File: config.mk
export PLATFORM = sky130hd
export DESIGN_NAME = mips_step_sequencer
export DESIGN_NICKNAME = d
export VERILOG_FILES = /design/src/rtl/mips_step_sequencer.sv
export SDC_FILE = /design/constraint.sdc
export NUM_CORES = 1
export LEC_CHECK = 0
export ABC_AREA = 1
export ABC_CLOCK_PERIOD_IN_PS = 1200
export CAP_MARGIN = 25
export CORE_MARGIN = 2
export CORE_UTILIZATION = 45
export DETAILED_ROUTE_END_ITERATION = 7
export PLACE_DENSITY = 0.74
export SLEW_MARGIN = 20
export SYNTH_ARGS = -nofsm -noshare
export SYNTH_HDL_FRONTEND = slang
export SYNTH_SLANG_ARGS = --single-unit
File: constraint.sdc
create_clock -name clk -period 1.2 [get_ports clk]
set_input_delay 0.24 -clock clk [delete_from_list [all_inputs] [get_ports clk]]
set_output_delay 0.24 -clock clk [all_outputs]
set_load 0.1 [all_outputs]
File: src/rtl/mips_step_sequencer.sv
// ============================================================================
// mips_step_sequencer : one-hot phase generator with free-run / debounced
//                       single-step modes and a retired-instruction counter.
// Revision 1.0
// ============================================================================
`default_nettype none

module mips_step_sequencer #(
  parameter int PHASES     = 4,
  parameter int DEB_CYCLES = 16,
  parameter int CNT_W      = 16
) (
  input  logic              clk,
  input  logic              rst,
  input  logic              key_ok_i,
  input  logic              run_mode_i,
  input  logic              halt_i,
  output logic [PHASES-1:0] timer_o,
  output logic              instr_done_o,
  output logic              busy_o,
  output logic [CNT_W-1:0]  retired_cnt_o
);

  localparam int             DCW     = $clog2(DEB_CYCLES + 1);
  localparam logic [DCW-1:0] DEB_MAX = DCW'(DEB_CYCLES);

  typedef enum logic [0:0] {ST_IDLE = 1'b0, ST_EXEC = 1'b1} state_t;

  logic [1:0]        sync_q;
  logic              deb_q, deb_d;
  logic              deb_prev_q;
  logic [DCW-1:0]    dcnt_q, dcnt_d;
  logic              step_req;

  state_t            state_q;
  logic [PHASES-1:0] timer_q;
  logic [CNT_W-1:0]  retired_q;

  // The level only flips after the synced input has disagreed with it for
  // DEB_CYCLES+1 consecutive samples; any agreement restarts the count.
  always_comb begin
    deb_d  = deb_q;
    dcnt_d = '0;
    if (sync_q[1] != deb_q) begin
      if (dcnt_q == DEB_MAX) begin
        deb_d  = sync_q[1];
        dcnt_d = '0;
      end else begin
        dcnt_d = dcnt_q + DCW'(1);
      end
    end
  end

  always_ff @(posedge clk) begin
    if (rst) begin
      sync_q     <= 2'b00;
      deb_q      <= 1'b0;
      deb_prev_q <= 1'b0;
      dcnt_q     <= '0;
    end else begin
      sync_q     <= {sync_q[0], key_ok_i};
      deb_q      <= deb_d;
      deb_prev_q <= deb_q;
      dcnt_q     <= dcnt_d;
    end
  end

  assign step_req = deb_q & ~deb_prev_q;

  always_ff @(posedge clk) begin
    if (rst) begin
      state_q   <= ST_IDLE;
      timer_q   <= '0;
      retired_q <= '0;
    end else begin
      case (state_q)
        ST_IDLE: begin
          if (!halt_i && (run_mode_i || step_req)) begin
            state_q <= ST_EXEC;
            timer_q <= PHASES'(1);
          end
        end
        ST_EXEC: begin
          if (timer_q[PHASES-1]) begin
            retired_q <= retired_q + CNT_W'(1);
            if (!halt_i && run_mode_i) begin
              timer_q <= PHASES'(1);
            end else begin
              state_q <= ST_IDLE;
              timer_q <= '0;
            end
          end else begin
            timer_q <= {timer_q[PHASES-2:0], 1'b0};
          end
        end
        default: begin
          state_q <= ST_IDLE;
          timer_q <= '0;
        end
      endcase
    end
  end

  assign timer_o       = timer_q;
  assign instr_done_o  = timer_q[PHASES-1];
  assign busy_o        = |timer_q;
  assign retired_cnt_o = retired_q;

endmodule

`default_nettype wire

# Yosys cells after proc, flatten, opt, wreduce, memory -nomap -nowiden
# Index checks and enable logic that the tools add are counted.
# W data, S select, Z words.
# op_classes
n_addsub	2
n_eq_ne	3
n_mux	8
bitwise	4
n_reduce_logical	8
# ops
cell	count
$add A16 B1 Y16 const B	1
$mux W4	2
$pmux W4 S2	1
$add A5 B1 Y5 const B	1
$eq A5 B5 Y1 const B	1
$mux W1	4
$reduce_and A2 Y1	2
$reduce_or A4 Y1	1
$not A1 Y1	3
$reduce_or A3 Y1	1
$logic_and A1 B1 Y1	2
$ne A2 B2 Y1 const B	1
$pmux W1 S2	1
$and A1 B1 Y1	1
$logic_not A1 Y1	1
$logic_or A1 B1 Y1	1
$ne A1 B1 Y1	1
# totals
register_bits	30
input_bits	5

# Depth between registers and ports, before layout
# logic_depth
depth_word	6
depth_mapped	8

# Worst setup path after synthesis
# OpenSTA, ideal clock, no wires.
# synth_timing
kind	register to output
from	register timer_q[3], in the netlist timer_o[3]
to	output busy_o
t_arrival_ns	1.992
t_required_ns	0.960
path_slack_ns	-1.032
path_stages_with_launch	3
cell_sequence	dfxtp_1 -> inv_1 -> nand3_1
# synth_via
elab_chain_len	1
# synth_lines
item	line_no	text
start, declared	36	logic [PHASES-1:0] timer_q;
start signal, assigned	93	timer_q <= {timer_q[PHASES-2:0], 1'b0};
$reduce_or A4 Y1	106	assign busy_o = |timer_q;
end, declared	20	output logic busy_o,
# No other way between the ends.

# Worst setup path after layout
# Ends and elaborated chain as after synthesis.

==> summary.md <==
| Metric | Value |
|---|---|
| Status | finished, violations left |
| Violated checks | design-rule violations, negative setup slack |
| Final Wtd Congestion | roughly 0.73 |
| Storage element area | between 600 and 700 um2 |
| Main synth FF type | dfxtp_1 |
| Crit path from | timer_o[3] |
| Die W | just under 60 um |
| Rel. slew slack | 0.8097 |
| Buf+Inv Stages, Crit Path | 2 |
| CP top delay family | flip-flops |
| CP max stage cell | dfxtp_4 |
| Hold Fails Final Rpt | 0 |
| Clock transition at the registers of the reported paths | 0.10 ns |
| 1st-pass router iterations | 6 |
| DRC viols | 2 |
| YS warnings | 0 |
| Top cell type's share of synthesized area | 0.4432 |
| Worst setup EP type | output pin |
| Nets | 237 |
| Synth Instances | 179 |
| Sequential fraction of the synthesis area | 0.4432 |
| Clk sinks | 30 |
| Multi-input logic area | 724.4 um2 |
| Worst vdd ir | 0.0007957 V |
| Max cap viols | 0 |
| Worst-Margin Slew | ~0.28 ns |
| Compound-Gate Fraction of Synth Area | 0.1080 |
| Critical Path RT | between 0.9 and 1 ns |
| First-iteration detailed-routing DRC count | 46 |
| Class of the worst hold path | in2reg |
| Top Ports | 27 |
| Post-CTS Hold Buffers | 0 |
| Rows | 19 |
| Mapped Area | 1355 um2 |
| Worst EP arrival | 1.06 ns |
| Die Height | ~59 um |
| Largest family of logic cells by synthesized area | simple AND/OR/NAND/NOR gates |
| Overflow after GRT | 0 |
| Antenna violations before repair | 0 |
| Synth Register Bits | 30 |
| Fill cells | ~180 |
| Max Clock Skew | 0.007585 ns |
| Synth area leader | dfxtp_1 |
| Wire per inst | 12.52 um |
| Unique cell type count in the Yosys netlist | 28 |
| Setup WS post-layout | -0.1039 ns |
| Hold Startpoint | key_ok_i |
| Via count | 1338 |
| DPL Wire Length | between 2000 and 2500 um |
| CP Launch Type | register |
| Total wire length | ~3300 um |
| Part of the cycle the worst path needs | 1.087 |
| Synth async-reset ratio | 0 |
| CTS H-tree depth | 2 |
| Dominant cells by area after synthesis | dfxtp_1, nor2_1, inv_1, nand2_1, a21oi_1 |
| # diodes | 0 |
| Power per cell area | 801.0 nW/um2 |
| Core box area | 2805 um2 |
| Vias per cell | 5.126 |
| Power, Total | 1.805 mW |
| Leak | 0.9582 nW |
| Final slew viol count | 0 |
| Pin count of the biggest net entering global routing | 13 |
| Top cells by count, synth | dfxtp_1, nor2_1, inv_1 |
| Crit-path max FO | 5 |
| Min Clock Period, post-route | 1.304 ns |
| Syn Nets | 187 |
| CTS tree | done |
| RSZ-0062 raised after global routing | yes |
| CTS Buf Count | 5 |
| Worst-Skew Late Latency | about 0.33 ns |
| Final setup fails | 14 |
| ANT nets after route | 0 |
| Number of global-route vias before repair | 1328 |
| Crit-path cells | inv_2, nand3_4, buf_12 |
| Mux contribution to synthesized area | 0 |
| Total GRT Usage | 0.2172 |
| Critical path class | reg2out |
| Simple-gate share of the synthesized area | 0.3121 |
| Max Buffers Root-to-Sink | 2 |
| Max frequency | 766.9 MHz |
| Post-place setup slack | -0.1583 ns |
| Syn Area/Cell | 7.570 um2 |
| Layout area overhead | 66.30% |
| Buffers on Ports | 26 |
| Layout cell share with drive strength beyond 1 | 0.4217 |
| Adder-cell area share of the yosys netlist | 0.02770 |
| R2R Path Start | timer_o[3] |
| Root Buffer | clkbuf_4 |
| Initial Util | 0.4831 |
| Max stage delay on crit path | 0.37 ns |
| Die area | between 3000 and 4000 um2 |
| Post-synth EDFFs | 0 |
| Post-Synth XOR/XNOR Area | 0.01939 |
| First-pass GRT wire length | 5582 um |
## cells by family (layout without fill, tap and decap cells)
group           Yosys count  count (layout)
fa+ha+maj                 3               3
flops                    30              30
compound gates           27              27
simple gates             85              85
xor+xnor                  3               3
buf+inv                  31              82
## path summary, 6_finish.rpt
path	endpoint	slack (ns)	cells past startpoint
max	busy_o	-0.10	3
min	sync_q[0]	0.41	3
max reg2reg	retired_cnt_o[13]	-0.07	8
min reg2reg	sync_q[1]	0.42	2
## state kept, by name, indices dropped and copies added, names as in the netlist
name / flops
sync_q: 2
retired_cnt_o: 16
state_q: 1
timer_o: 4
deb_prev_q: 1
deb_q: 1
dcnt_q: 5
## per-layer routing
layer,vias up,wire (um),GRT usage
met3,6,165,0.07692
met5,-,0,0
met1,625,1293,0.2273
li1,677,-,-
met4,0,58,0.09740
met2,30,1749,0.3873
## repair_timing
item	in CTS	in global routing
setup endpoints to repair	9	28
gates resized for setup	13	11
setup buffers	7	5
endpoints found under the hold margin	0	0
pin swaps	2	8
cloned	0	0
## layout make-up
cell class              count  area share
well taps                  31     0.01721
flip-flops and latches     30      0.2982
inverters                  28     0.04664
clock inverters             1    0.002221
clock buffers               7     0.02443
multi-input cells         118      0.3215
repair buffers             46      0.2898
## layout by cell type (no fill, tap or decap), types with 2 or more instances in the layout
cell / count
o21ai_1: 4
a21oi_1: 14
dfxtp_2: 3
nand3_2: 3
nand3_1: 7
dfxtp_4: 18
nor3_1: 2
buf_12: 22
nand2_1: 22
buf_6: 6
inv_2: 4
nand4_1: 3
dfxtp_1: 9
nand2_4: 3
nor2_1: 27
nor2_4: 4
inv_1: 24
o21ai_0: 5
nor2_2: 3
xor2_1: 3
buf_4: 14
clkbuf_4: 5
o21a_1: 2
nand3_4: 2
clkdlybuf4s50_1: 4
ha_1: 2
## worst min-delay path: stages
cell and delay [ns]:
clkdlybuf4s50_1 0.39, inv_1 0.05, nor2_1 0.03
## stage by stage
stage                     cells  hold slack, ns  TNS [ns]  utilization  instance area (um2)
after floorplan             179          0.3470    -1.212            -                 1469
after global placement      241          0.3928   -0.6312       0.7244                 2032
after detailed placement    241          0.3950   -0.7919       0.7244                 2032
after CTS                   256          0.4133   -0.3958       0.7774                 2181
after global routing        261          0.4230    -1.404       0.8033                 2253
final                       261          0.4147   -0.5524       0.8033                 2253
## power breakdown
| part | internal [mW] | total [mW] | leakage, nW | switching [mW] |
|---|---|---|---|---|
| clock | 0.284 | 0.632 | 0.0353 | 0.349 |
| sequential | 0.968 | 0.979 | 0.258 | 0.0110 |
| combinational | 0.0769 | 0.193 | 0.664 | 0.116 |
| total | 1.33 | 1.81 | 0.958 | 0.476 |
No activity file was read; power rests on OpenSTA's default activity.
